<file path="src/rtl/edge_grad_pkg.sv">
// ============================================================================
// edge_grad_pkg : shared output-mode encodings for the edge_grad detector
// Revision 1.0
// ============================================================================
`default_nettype none

package edge_grad_pkg;
  typedef logic [1:0] mode_t;

  localparam mode_t MODE_MEAN = 2'd0;
  localparam mode_t MODE_MAX  = 2'd1;
  localparam mode_t MODE_BIN  = 2'd2;
  localparam mode_t MODE_SAT  = 2'd3;
endpackage

`default_nettype wire

</file>
<file path="src/rtl/edge_grad_if.sv">
// ============================================================================
// edge_grad_if : pixel stream in/out bundle for the edge_grad detector
// Revision 1.0
// ============================================================================
`default_nettype none

interface edge_grad_if
  import edge_grad_pkg::*;
#(
  parameter int PIX_W = 8,
  parameter int COL_W = 8
) ();
  logic [PIX_W-1:0] PixelIn;
  logic             ValidIn;
  logic             FrameIn;
  logic             LineIn;
  logic [COL_W-1:0] Width;
  mode_t            Mode;
  logic [PIX_W:0]   Threshold;
  logic [PIX_W-1:0] PixelOut;
  logic             ValidOut;
  logic             FrameOut;
  logic             LineOut;

  modport master (
    output PixelIn, ValidIn, FrameIn, LineIn, Width, Mode, Threshold,
    input  PixelOut, ValidOut, FrameOut, LineOut
  );

  modport slave (
    input  PixelIn, ValidIn, FrameIn, LineIn, Width, Mode, Threshold,
    output PixelOut, ValidOut, FrameOut, LineOut
  );
endinterface

`default_nettype wire

</file>
<file path="src/rtl/edge_line_buf.sv">
// ============================================================================
// edge_line_buf : single-port synchronous RAM, read-before-write
// Revision 1.0
// ============================================================================
`default_nettype none

module edge_line_buf #(
  parameter int DEPTH = 256,
  parameter int WIDTH = 8,
  parameter int AW    = (DEPTH > 1) ? $clog2(DEPTH) : 1
) (
  input  wire logic             clk,
  input  wire logic [AW-1:0]    i_addr,
  input  wire logic             i_we,
  input  wire logic [WIDTH-1:0] i_wdata,
  output logic      [WIDTH-1:0] o_rdata
);
  logic [WIDTH-1:0] r_mem [DEPTH];
  logic [WIDTH-1:0] r_rdata;

  // Old contents are read out in the same cycle the new pixel overwrites them.
  always_ff @(posedge clk) begin
    r_rdata <= r_mem[i_addr];
    if (i_we) r_mem[i_addr] <= i_wdata;
  end

  assign o_rdata = r_rdata;
endmodule

`default_nettype wire

</file>
<file path="src/rtl/edge_grad.sv">
// ============================================================================
// edge_grad : streaming |dx|+|dy| edge detector, 3-cycle fixed latency
// Revision 1.0
// ============================================================================
`default_nettype none

module edge_grad
  import edge_grad_pkg::*;
#(
  parameter int PIX_W = 8,
  parameter int MAX_W = 256,
  parameter int COL_W = 8
) (
  input wire logic  Clk,
  input wire logic  nReset,
  edge_grad_if.slave bus
);
  localparam int CW = COL_W + 1;
  localparam int AW = (MAX_W > 1) ? $clog2(MAX_W) : 1;
  localparam logic [CW-1:0]    C_MAX_COL = CW'(MAX_W);
  localparam logic [PIX_W-1:0] C_ONES    = '1;

  logic [CW-1:0]    w_width_in, w_width, w_col;
  logic             w_inline;
  logic             r1_valid, r1_frame, r1_line;
  logic [PIX_W-1:0] r_pix;
  logic [CW-1:0]    r_col, r_width;
  logic             r_inline, r_first, r_synced;
  mode_t            r_mode;
  logic [PIX_W:0]   r_thr;

  always_comb begin
    w_width_in = ((bus.Width == '0) || ({1'b0, bus.Width} > C_MAX_COL)) ? C_MAX_COL : {1'b0, bus.Width};
    w_width    = bus.FrameIn ? w_width_in : r_width;
    w_col      = (bus.FrameIn || bus.LineIn) ? '0 :
                 ((r_col >= C_MAX_COL) ? C_MAX_COL : r_col + 1'b1);
    w_inline   = (w_col < w_width);
  end

  // Stage 1: column/row tracking; state only moves on qualified pixels.
  always_ff @(posedge Clk or negedge nReset) begin
    if (!nReset) begin
      r1_valid <= 1'b0;
      r1_frame <= 1'b0;
      r1_line  <= 1'b0;
      r_pix    <= '0;
      r_col    <= '0;
      r_inline <= 1'b0;
      r_first  <= 1'b1;
      r_synced <= 1'b0;
      r_width  <= C_MAX_COL;
      r_mode   <= MODE_MEAN;
      r_thr    <= '0;
    end else begin
      r1_valid <= bus.ValidIn;
      r1_frame <= bus.ValidIn & bus.FrameIn;
      r1_line  <= bus.ValidIn & (bus.FrameIn | bus.LineIn);
      if (bus.ValidIn) begin
        r_pix    <= bus.PixelIn;
        r_col    <= w_col;
        r_inline <= w_inline;
        if (bus.FrameIn) begin
          r_first  <= 1'b1;
          r_synced <= 1'b1;
          r_width  <= w_width_in;
          r_mode   <= bus.Mode;
          r_thr    <= bus.Threshold;
        end else if (bus.LineIn) begin
          r_first  <= 1'b0;
        end
      end
    end
  end

  logic [PIX_W-1:0] w_above;

  edge_line_buf #(.DEPTH(MAX_W), .WIDTH(PIX_W), .AW(AW)) u_line_buf (
    .clk    (Clk),
    .i_addr (r_col[AW-1:0]),
    .i_we   (r1_valid & r_inline),
    .i_wdata(r_pix),
    .o_rdata(w_above)
  );

  logic             r2_valid, r2_frame, r2_line, r2_col0, r2_first, r2_live;
  logic [PIX_W-1:0] r_left, r2_pix, r2_left;
  mode_t            r2_mode;
  logic [PIX_W:0]   r2_thr;

  // Stage 2: aligns with the buffer read; left neighbour advances on in-line pixels only.
  always_ff @(posedge Clk or negedge nReset) begin
    if (!nReset) begin
      r_left   <= '0;
      r2_valid <= 1'b0;
      r2_frame <= 1'b0;
      r2_line  <= 1'b0;
      r2_col0  <= 1'b0;
      r2_first <= 1'b1;
      r2_live  <= 1'b0;
      r2_pix   <= '0;
      r2_left  <= '0;
      r2_mode  <= MODE_MEAN;
      r2_thr   <= '0;
    end else begin
      if (r1_valid && r_inline) r_left <= r_pix;
      r2_valid <= r1_valid;
      r2_frame <= r1_frame;
      r2_line  <= r1_line;
      r2_col0  <= (r_col == '0);
      r2_first <= r_first;
      r2_live  <= r_synced & r_inline;
      r2_pix   <= r_pix;
      r2_left  <= r_left;
      r2_mode  <= r_mode;
      r2_thr   <= r_thr;
    end
  end

  logic [PIX_W-1:0] w_dx, w_dy, w_res;
  logic [PIX_W:0]   w_sum;

  always_comb begin
    w_dx  = r2_col0  ? '0 : ((r2_pix > r2_left) ? r2_pix - r2_left : r2_left - r2_pix);
    w_dy  = r2_first ? '0 : ((r2_pix > w_above) ? r2_pix - w_above : w_above - r2_pix);
    w_sum = {1'b0, w_dx} + {1'b0, w_dy};
    w_res = '0;
    case (r2_mode)
      MODE_MEAN: w_res = w_sum[PIX_W:1];
      MODE_MAX:  w_res = (w_dx >= w_dy) ? w_dx : w_dy;
      MODE_BIN:  w_res = (w_sum >= r2_thr) ? C_ONES : '0;
      MODE_SAT:  w_res = w_sum[PIX_W] ? C_ONES : w_sum[PIX_W-1:0];
      default:   w_res = '0;
    endcase
  end

  logic [PIX_W-1:0] r_pix_out;
  logic             r_valid_out, r_frame_out, r_line_out;

  always_ff @(posedge Clk or negedge nReset) begin
    if (!nReset) begin
      r_pix_out   <= '0;
      r_valid_out <= 1'b0;
      r_frame_out <= 1'b0;
      r_line_out  <= 1'b0;
    end else begin
      r_pix_out   <= (r2_valid && r2_live) ? w_res : '0;
      r_valid_out <= r2_valid;
      r_frame_out <= r2_frame;
      r_line_out  <= r2_line;
    end
  end

  assign bus.PixelOut = r_pix_out;
  assign bus.ValidOut = r_valid_out;
  assign bus.FrameOut = r_frame_out;
  assign bus.LineOut  = r_line_out;
endmodule

`default_nettype wire

</file>
<file path="src/flat_wrapper.sv">
// flat-port wrapper written by rule: the top's interface ports become plain ports
module edge_grad_flat import edge_grad_pkg::*;
#(
  parameter int PIX_W = 8,
  parameter int MAX_W = 256,
  parameter int COL_W = 8
)
  (Clk, nReset, bus_PixelIn, bus_ValidIn, bus_FrameIn, bus_LineIn, bus_Width, bus_Mode, bus_Threshold, bus_PixelOut, bus_ValidOut, bus_FrameOut, bus_LineOut);
  edge_grad_if #(.PIX_W(PIX_W), .COL_W(COL_W)) bus_i ();
  input wire logic Clk;
  input wire logic nReset;
  input wire logic [$bits(bus_i.PixelIn)-1:0] bus_PixelIn;
  input wire logic [$bits(bus_i.ValidIn)-1:0] bus_ValidIn;
  input wire logic [$bits(bus_i.FrameIn)-1:0] bus_FrameIn;
  input wire logic [$bits(bus_i.LineIn)-1:0] bus_LineIn;
  input wire logic [$bits(bus_i.Width)-1:0] bus_Width;
  input wire logic [$bits(bus_i.Mode)-1:0] bus_Mode;
  input wire logic [$bits(bus_i.Threshold)-1:0] bus_Threshold;
  output wire logic [$bits(bus_i.PixelOut)-1:0] bus_PixelOut;
  output wire logic [$bits(bus_i.ValidOut)-1:0] bus_ValidOut;
  output wire logic [$bits(bus_i.FrameOut)-1:0] bus_FrameOut;
  output wire logic [$bits(bus_i.LineOut)-1:0] bus_LineOut;
  assign bus_i.PixelIn = bus_PixelIn;
  assign bus_i.ValidIn = bus_ValidIn;
  assign bus_i.FrameIn = bus_FrameIn;
  assign bus_i.LineIn = bus_LineIn;
  assign bus_i.Width = bus_Width;
  assign bus_i.Mode = bus_Mode;
  assign bus_i.Threshold = bus_Threshold;
  assign bus_PixelOut = bus_i.PixelOut;
  assign bus_ValidOut = bus_i.ValidOut;
  assign bus_FrameOut = bus_i.FrameOut;
  assign bus_LineOut = bus_i.LineOut;
  edge_grad #(.PIX_W(PIX_W), .MAX_W(MAX_W), .COL_W(COL_W)) u_core (.Clk(Clk), .nReset(nReset), .bus(bus_i));
endmodule
</file>
<file path="config.mk">
export PLATFORM = sky130hd
export DESIGN_NAME = edge_grad_flat
export DESIGN_NICKNAME = d
export VERILOG_FILES = /design/src/rtl/edge_grad_pkg.sv /design/src/rtl/edge_grad_if.sv /design/src/rtl/edge_line_buf.sv /design/src/rtl/edge_grad.sv /design/src/flat_wrapper.sv
export SDC_FILE = /design/constraint.sdc
export NUM_CORES = 2
export LEC_CHECK = 0
export CORE_ASPECT_RATIO = 1.2
export CORE_MARGIN = 8
export CORE_UTILIZATION = 35
export CTS_CLUSTER_DIAMETER = 30
export CTS_CLUSTER_SIZE = 30
export DETAILED_ROUTE_END_ITERATION = 16
export PLACE_DENSITY_LB_ADDON = 0.15
export SYNTH_ARGS = -nofsm -noshare
export SYNTH_HDL_FRONTEND = slang
export SYNTH_SLANG_ARGS = --single-unit
</file>
<file path="constraint.sdc">
create_clock -name Clk -period 4.5 [get_ports Clk]
set_clock_uncertainty 0.15 [all_clocks]
set_input_delay 0.9 -clock Clk [delete_from_list [all_inputs] [get_ports Clk]]
set_output_delay 0.9 -clock Clk [all_outputs]
set_load 0.005 [all_outputs]
</file>
==> metrics.yaml <==
status: "finished with violations"
violations: "setup timing"
synth_top_family_by_area: "multiplexers"
htree_levels: 5
max_slew_margin_pct: 19.4
synth_nets: 4037
dr.pass1.iters: 7
die-area_sq_um: 259000
cts_tree: "done"
ys_ff_latch: 2151
core_area_sq_um: 242000
finalHoldViolCount: 0
hold_class: "input port to asynchronous set/reset pin"
synth_xor_area_share_pct: 0.216
postRouteWirelength_microns: 238000
synth-simple-area-share_pct: 2.55
yosysSeqAreaShare_pct: 75.3
synth_area_leader_cell: "edfxtp_1"
drive_gt1_share_pct: 37.8
synth.area.top_cells: "edfxtp_1 (72%), mux4_2 (17%), dfrtp_1 (2.7%), nor2_1 (1.3%), ha_1 (1.0%)"
synthMuxAreaShare_pct: 17.9
critPathLaunchType: "register"
leakage_nw: 34.5
synth-compound-area-share_pct: 1.45
avgSynthCellArea_sq_um: 21.6
maxSlewViolCount: 0
synth_cell_types: 66
reg2reg_depth: 25
detail-route-antenna-nets: 0
synthTopCellsByCount: "edfxtp_1 (2048), mux4_2 (631), nor2_1 (298)"
grt_max_degree: 152
portBuffers: 42
place.gp.congestion: 0.802
die_w_microns: 466
rsz0062_at_grt: "true"
die_y_microns: 556
powerDensity_nw_per_um2: 542
cts_buffers: 416
cts.sinks: 2151
max_freq_ghz: 0.205
drtIter0Drc: 3635
nNetsFinal: 4721
synth_area_sq_um: 85100
syn_to_final_growth_pct: 25.5
grt_pass1_wl_microns: 342000
dp_hpwl_microns: 149000
track_usage_pct: 18.1
crit-reg2reg-capture: "u_core.bus.PixelOut[4]"
yosys_warnings: 0
overflow: 0
postSynthCellCount: 3933
rows: 198
grt_pass1_vias: 45700
worst_pin_slew_ns: 1.21
tns_ns: -2.76
period_share_pct: 108
r2r_start: "u_core.r2_pix[0]"
synth_adder_area_share_pct: 1.09
fin_cells: 8166
cp_max_fo: 7
wl_per_cell_microns: 29.2
ys_async_sr_fraction_pct: 4.42
synth-edff-count: 2048
critical_path_class: "register to register"
pin_count: 43
n_fill_cell: 20600
postCtsHoldBufs: 0
cts.clk_slew.worst_paths_ns: 0.05
crit_path_end_kind: "register"
cp.arrival_ns: 5.43
post-route-util_pct: 44.1
clk_latency_ns: 0.88
reg2reg_slack_ns: -0.37
drv_cap: 0
synth_flop_cell: "edfxtp_1"
critPathRequiredTime_ns: 5.06
root_buffer: "clkbuf_16"
place_inst: 7385
vias: 42900
antenna_found_initial: 11
synth_top_area_share_pct: 72.3
whs_ns: 0.0371
drcViolationCount: 0
setup_slack_ns: -0.371
avgViaCountPerCell: 5.25
cts_max_path_buffers: 4
yosysMostFrequentCell: "edfxtp_1"
floorplan.initialDensity_pct: 35.1
irDropWorstVdd_v: 0.000301
period_needed_ns: 4.87
finalSetupViolCount: 8
## cell usage in the layout (no fill, tap or decap), drive strengths merged, types with 7 or more instances in the layout
cell type	count
inv	108
mux2	48
clkbuf	467
ha	68
nor3	12
clkinv	151
bufinv	52
xor2	7
nand3	37
dfxtp	8
a31oi	25
dfrtp	92
xnor2	14
mux2i	47
nand4	12
and2	11
clkinvlp	48
a22oi	10
a21oi	34
buf	444
nor2b	30
edfxtp	2048
clkdlybuf4s50	41
nand2b	16
nor2	298
mux4	631
a21o	11
o22ai	9
nand2	55
o21ai	44
## area by class of cell
type | count | area (sq um) | share of cell area, %
diodes | 2 | 5.00 | 0.00469
clock buffers | 467 | 10800 | 10.1
clock inverters | 298 | 3360 | 3.14
inverters | 61 | 229 | 0.214
multi-input cells | 1502 | 20000 | 18.7
flip-flops and latches | 2151 | 64100 | 60.0
well taps | 3200 | 4000 | 3.75
repair buffers | 485 | 4300 | 4.03
## power breakdown
group,total [mW],switching (mW),internal (mW)
sequential,22.6,0.223,22.4
clock,30.9,10.6,20.3
combinational,4.34,2.35,1.99
## per-stage QoR
stage / total power, mW / cell area, sq um / worst slack (ns)
after floorplan: 25.3 / 85100 / -0.281
after global placement: 27.2 / 92300 / -0.633
after detailed placement: 27.2 / 92300 / -0.648
after CTS: 58.4 / 107000 / -0.577
after global routing: 59.6 / 107000 / -0.577
final: 57.9 / 107000 / -0.371
## critical path: stages (launching register included)
cell and delay (ns):
dfrtp_1 0.38, inv_2 0.09, ha_4 0.13, inv_2 0.03, fa_2 0.34, nand3_2 0.08
a21oi_2 0.05, o32a_1 0.41, mux2_4 0.33, a21oi_2 0.12, o21ai_2 0.08, xnor2_1 0.13
nor2_1 0.16, ha_1 0.31, and2_4 0.17, o21ai_4 0.16, nand3_2 0.12, xnor2_2 0.16
ha_1 0.29, and3_4 0.15, a21oi_2 0.11, o21ai_1 0.08, o31ai_1 0.24, a211o_1 0.22
buf_6 0.15, a31oi_2 0.09
## how the worst max path moves through the flow
stage	from	endpoint	cells after the start
global route	u_core.r2_pix[0]	u_core.bus.PixelOut[4]	25
floorplan	u_core.r2_pix[0]	u_core.bus.PixelOut[7]	26
global placement	u_core.r2_pix[0]	u_core.bus.PixelOut[3]	25
detailed placement	u_core.r2_pix[0]	u_core.bus.PixelOut[3]	25
finish	u_core.r2_pix[0]	u_core.bus.PixelOut[4]	25
CTS	u_core.r2_pix[0]	u_core.bus.PixelOut[7]	25
## state kept, by name (all words and copies together) (netlist names), 2 cells and up
signal                     cells
u_core.r_mode                  2
u_core.r_width                 9
u_core.u_line_buf.o_rdata      8
u_core.bus.PixelOut            8
u_core.r2_mode                 2
u_core.r_pix                   8
u_core.r2_pix                  8
u_core.r_left                  8
u_core.u_line_buf.r_mem     2048
u_core.r2_thr                  9
u_core.r_thr                   9
u_core.r_col                   9
u_core.r2_left                 8
## cells by family (layout without fill, tap and decap cells)
| logic type | Yosys count | in the layout |
|---|---|---|
| AO/OA/AOI/OAI | 188 | 188 |
| XOR/XNOR | 21 | 21 |
| buffers and inverters | 280 | 1311 |
| multiplexers | 726 | 726 |
| AND/OR/NAND/NOR | 495 | 495 |
| adder cells (fa/ha/maj) | 72 | 72 |
| flip-flops | 2151 | 2151 |
| other | 0 | 2 |
## routing by layer
metal  vias up  GRT usage (%)  routed length, microns
met3       378           2.98                   12900
li1      17900              -                       -
met2      1336           30.8                  120000
met4         2           5.04                    6300
met5         -              0                      13
met1     23200           24.2                   99500
## timing repair
action                     CTS  global route
setup endpoints to repair    8             8
resized for setup           16            21
buffers inserted             8             6
gates cloned                 0             0
pin swaps                   20            24
(Power assumes the default switching activity.)
